`src/rtl/roulette_game_ctrl.sv`:
```
// Roulette game sequencer: start edge + guess -> fast spin, staged slowdown, stop, win/lose verdict.
// Ports: clk, nrst (sync, active-low), start (level, synchronised), guess[2:0] (0..5 valid);
//        seg[5:0] one-hot lit segment, busy (SPIN/DECEL), win/lose (held in RESULT).
module roulette_game_ctrl #(
    parameter int TICK_DIV     = 2500000,
    parameter int SPIN_STEPS   = 24,
    parameter int DECEL_STAGES = 4
) (
    input  logic       clk,
    input  logic       nrst,
    input  logic       start,
    input  logic [2:0] guess,
    output logic [5:0] seg,
    output logic       busy,
    output logic       win,
    output logic       lose
);
    localparam int PW = $clog2(TICK_DIV);
    localparam int SW = $clog2(SPIN_STEPS + 6);
    localparam int TW = DECEL_STAGES + 1;

    typedef enum logic [1:0] {IDLE, SPIN, DECEL, RESULT} state_t;

    state_t          state, state_nxt;
    logic [PW-1:0]   prescaler;
    logic [2:0]      seed_cnt;
    logic            start_q;
    logic [2:0]      guess_r, guess_nxt;
    logic [2:0]      pos, pos_nxt;
    logic [5:0]      seg_r, seg_nxt;
    logic [SW-1:0]   steps_left, steps_nxt;
    logic [TW-1:0]   period, period_nxt;
    logic [TW-1:0]   tcnt, tcnt_nxt;
    logic [2:0]      stage, stage_nxt;
    logic            win_r, win_nxt;
    logic            lose_r, lose_nxt;

    logic            tick;
    logic            accept;
    logic            step;
    logic [2:0]      pos_inc;

    assign tick    = (prescaler == PW'(TICK_DIV - 1));
    assign accept  = start & ~start_q & (guess <= 3'd5);
    assign step    = tick && (tcnt == period - TW'(1));
    assign pos_inc = (pos == 3'd5) ? 3'd0 : pos + 3'd1;

    // Free-running prescaler, seed counter and edge-detect flop.
    always_ff @(posedge clk) begin
        if (!nrst) begin
            prescaler <= '0;
            seed_cnt  <= '0;
            start_q   <= 1'b0;
        end else begin
            prescaler <= tick ? '0 : prescaler + PW'(1);
            seed_cnt  <= (seed_cnt == 3'd5) ? 3'd0 : seed_cnt + 3'd1;
            start_q   <= start;
        end
    end

    always_ff @(posedge clk) begin
        if (!nrst) begin
            state      <= IDLE;
            guess_r    <= '0;
            pos        <= '0;
            seg_r      <= 6'b000001;
            steps_left <= '0;
            period     <= TW'(1);
            tcnt       <= '0;
            stage      <= '0;
            win_r      <= 1'b0;
            lose_r     <= 1'b0;
        end else begin
            state      <= state_nxt;
            guess_r    <= guess_nxt;
            pos        <= pos_nxt;
            seg_r      <= seg_nxt;
            steps_left <= steps_nxt;
            period     <= period_nxt;
            tcnt       <= tcnt_nxt;
            stage      <= stage_nxt;
            win_r      <= win_nxt;
            lose_r     <= lose_nxt;
        end
    end

    always_comb begin
        state_nxt  = state;
        guess_nxt  = guess_r;
        pos_nxt    = pos;
        seg_nxt    = seg_r;
        steps_nxt  = steps_left;
        period_nxt = period;
        tcnt_nxt   = tcnt;
        stage_nxt  = stage;
        win_nxt    = win_r;
        lose_nxt   = lose_r;
        case (state)
            IDLE, RESULT: begin
                if (accept) begin
                    state_nxt  = SPIN;
                    guess_nxt  = guess;
                    steps_nxt  = SW'(SPIN_STEPS) + SW'(seed_cnt);
                    period_nxt = TW'(1);
                    tcnt_nxt   = '0;
                    stage_nxt  = '0;
                    win_nxt    = 1'b0;
                    lose_nxt   = 1'b0;
                end
            end
            SPIN, DECEL: begin
                if (step) begin
                    pos_nxt   = pos_inc;
                    seg_nxt   = {seg_r[4:0], seg_r[5]};
                    tcnt_nxt  = '0;
                    steps_nxt = steps_left - SW'(1);
                    // Last step of the current phase (spin or one slowdown stage).
                    if (steps_left == SW'(1)) begin
                        if (state == SPIN) begin
                            state_nxt  = DECEL;
                            stage_nxt  = 3'd1;
                            period_nxt = TW'(2);
                            steps_nxt  = SW'(6);
                        end else if (stage < 3'(DECEL_STAGES)) begin
                            stage_nxt  = stage + 3'd1;
                            period_nxt = period << 1;
                            steps_nxt  = SW'(6);
                        end else begin
                            state_nxt = RESULT;
                            win_nxt   = (pos_inc == guess_r);
                            lose_nxt  = (pos_inc != guess_r);
                        end
                    end
                end else if (tick) begin
                    tcnt_nxt = tcnt + TW'(1);
                end
            end
            default: state_nxt = IDLE;
        endcase
    end

    assign seg  = seg_r;
    assign busy = (state == SPIN) || (state == DECEL);
    assign win  = win_r;
    assign lose = lose_r;
endmodule

```
`config.mk`:
```
export PLATFORM = sky130hd
export DESIGN_NAME = roulette_game_ctrl
export DESIGN_NICKNAME = d
export VERILOG_FILES = /design/src/rtl/roulette_game_ctrl.sv
export SDC_FILE = /design/constraint.sdc
export NUM_CORES = 1
export LEC_CHECK = 0
export CAP_MARGIN = 10
export CORE_ASPECT_RATIO = 1.4
export CORE_UTILIZATION = 54
export DETAILED_ROUTE_END_ITERATION = 8
export GPL_TIMING_DRIVEN = 0
export PLACE_DENSITY = 0.8
export SLEW_MARGIN = 20
export SYNTH_ARGS = -nofsm -noshare
export SYNTH_HDL_FRONTEND = slang
export SYNTH_SLANG_ARGS = --single-unit
```
`constraint.sdc`:
```
create_clock -name clk -period 2.4 [get_ports clk]
set_clock_uncertainty 0.1 [all_clocks]
set_input_delay 0.72 -clock clk [delete_from_list [all_inputs] [get_ports clk]]
set_output_delay 0.72 -clock clk [all_outputs]
set_load 0.05 [all_outputs]
```
==> run metrics <==
Pleak 1.287 nW; layout cells sized above 1 0.1425; flops & latches, synth 60; pre-CTS setup slack -0.2837 ns; # IOs 15; Die Span Y about 90 microns; kind of end point of the critical path flop; unrepaired setup endpoints after global routing yes; Hold Crit Class reg -> reg; Period minus WS final 2.365 ns; synthesized instance count 337; WP buf/inv 0; Final Total Pwr 2.163 mW; Vias ~2500; met2 Usage GRT 0.3851; status complete, no violations; CP Data Required Time 2.58 ns; setup slack after layout 0.03456 ns; diode count 0; Max VDD drop 0.4652 mV; grt total ovfl 0; Routed WL 6.295 mm; YS warnings 0; cell area after layout roughly 0.0035 sq mm; reg2reg setup slack 0.03 ns; Final setup viols 0; power share of the sequential group 0.482; TritonCTS clock tree yes; Sw Pwr 0.5808 mW; Async S/R FF share, synth 0; max-slew violation count 0; Comb power frac 0.094; row count 31; fill count 411; worst-margin pin slew 0.5097 ns; DR WL/cell 14.37 microns; CP Cell Sequence nor4b_4 > nand4_1 > or4_4 > nand3b_4 > a2111oi_4 > mux2i_1; Clk pwr share 0.424; Netlist cell types 49; Seq/Total Area, Yosys 0.4044; Hold Vio Cnt, Final 0; GRT busiest layer met2; met1 usage 0.2748; Num Clock Sinks 60; WS Path Type reg -> reg; global router's overall resource usage 0.2356; Hold Slack 0.3644 ns; DR DRC count 0; clk_lat worst skew 0.34 ns; max_cap viols 0; slowest CP cell or4_4; CTS clk-pin slew, worst paths 0.08 ns; crit path launch type flop; drt via density between 5 and 6; most frequent cells in the layout 54 x dfxtp_1, 48 x nor2_1, 39 x nand2_1; Initial DRC Count 134; antenna-violating nets left 0; GPL Wtd Cong 0.8530; worst path arrival time ~2.5 ns; EDFF count, synth 0; crit-path leading delay family simple AND/OR/NAND/NOR gates; Post-DP Area 0.003193 sq mm; fmax 0.4228 GHz; DPL Wire Length approximately 4.4 mm; Core ar. 0.005236 sq mm; Tcrit/Tclk final 0.9856; met3 usage 0.06345; largest net degree at the start of global routing 13; layout net count 383; Syn Std Cell Area 0.002970 sq mm; Area Growth Syn to Fin 17.90%; first-pass GRT wire length roughly 11 mm; ys flop type dfxtp_1; Initial Util 0.5673; commonest non-fill, non-tap cell in the layout dfxtp_1; CP max FO 5; Num CTS Buffers 9; CTS H-Tree Depth 3; Avg Synthesized Cell Area 8.814 sq um; Clock Tree Buf Depth 2; IO buf count 14; initial antenna violation count 0; drt pass-1 iters 4; Die X 64.68 microns; switching share of power 0.2686; clock root cell clkbuf_8; Mapped Nets between 300 and 400; Int Power 1.582 mW; Pwr Density between 600 and 700 mW/mm^2; Die ar. 0.005805 sq mm; crit-path max cell delay 0.60 ns; Slew headroom 0.6602; vias in the first global route 2361
cells by family after synthesis:
group	Yosys count	synth area share
DFF	60	0.4044
AOI/OAI and AO/OA	43	0.1045
adders and majority gates	10	0.04212
xor gates and xnor gates	31	0.09141
muxes	16	0.05392
buffers and inverters	28	0.04044
and+or+nand+nor	149	0.2633
path summary, 6_finish.rpt:
| kind | startpoint | endpoint | depth (start not counted) |
|---|---|---|---|
| hold reg to reg | prescaler[0] | prescaler[0] | 1 |
| hold / removal | prescaler[0] | prescaler[0] | 1 |
| setup / recovery | prescaler[20] | win | 6 |
| setup reg to reg | prescaler[20] | win | 6 |
layout make-up:
type                            count  area, sq um  area share
Buffer                             13        71.32     0.02036
Clock buffer                        9        123.9     0.03537
Clock inverter                      7        77.57     0.02215
Inverter                           14        52.55     0.01501
Multi-Input combinational cell    249         1695      0.4841
Sequential cell                    60         1214      0.3466
Tap cell                           66        82.58     0.02358
Timing Repair Buffer               20        185.2     0.05288
synth_stat cells (2+ instances only):
library cell | instances | area share
nand3_1 | 10 | 0.017
and4_1 | 4 | 0.012
xor2_1 | 16 | 0.047
clkbuf_1 | 9 | 0.011
nor2_1 | 48 | 0.061
nand2b_1 | 4 | 0.0084
o221ai_1 | 2 | 0.0059
xnor2_1 | 15 | 0.044
nand4_1 | 12 | 0.025
nand2_1 | 39 | 0.049
ha_1 | 10 | 0.042
nor4_1 | 2 | 0.0042
buf_2 | 3 | 0.0051
o2111ai_1 | 3 | 0.0088
inv_1 | 14 | 0.018
and2_1 | 2 | 0.0042
or3_1 | 4 | 0.0084
and3_1 | 4 | 0.0084
and3_2 | 2 | 0.0051
or4_1 | 2 | 0.0051
a21oi_1 | 9 | 0.015
nor3_1 | 4 | 0.0067
dfxtp_1 | 60 | 0.40
a311oi_1 | 3 | 0.0088
mux2i_1 | 16 | 0.054
nor4b_1 | 3 | 0.0088
o21ai_0 | 15 | 0.025
per-layer routing:
layer / vias up / part of all wire
met5: - / 0
met4: 0 / 0.019
met3: 16 / 0.032
met2: 39 / 0.51
met1: 1159 / 0.44
li1: 1244 / -
state kept, by name, indices dropped and copies added, names as in the netlist:
signal and cells:
win 1, seg 6, lose 1, stage 3, state 2, period 5
guess_r 3, pos 3, start_q 1, tcnt 5, seed_cnt 3, prescaler 22
steps_left 5
what timing repair did:
action,CTS,global route
pin swaps,4,6
hold buffers,0,0
setup buffers,5,1
setup endpoints to repair,19,20
resized for setup,20,11
stage by stage:
step                  util  std cells   TNS, ns
global route        0.6688        438  -0.05373
global placement    0.6098        417    -2.090
detailed placement  0.6098        417    -2.591
CTS                 0.6633        438         0
floorplan                -        337         0
finish              0.6688        438         0
power by group through the flow:
stage	clock network, mW	registers [mW]	logic [mW]
finish	0.918	1.04	0.203
global route	0.987	1.04	0.226
CTS	0.936	1.04	0.198
detailed placement	0	1.07	0.190
global placement	0	1.06	0.186
floorplan	0	1.06	0.139
Note: power is estimated with default switching activity, not from simulation.
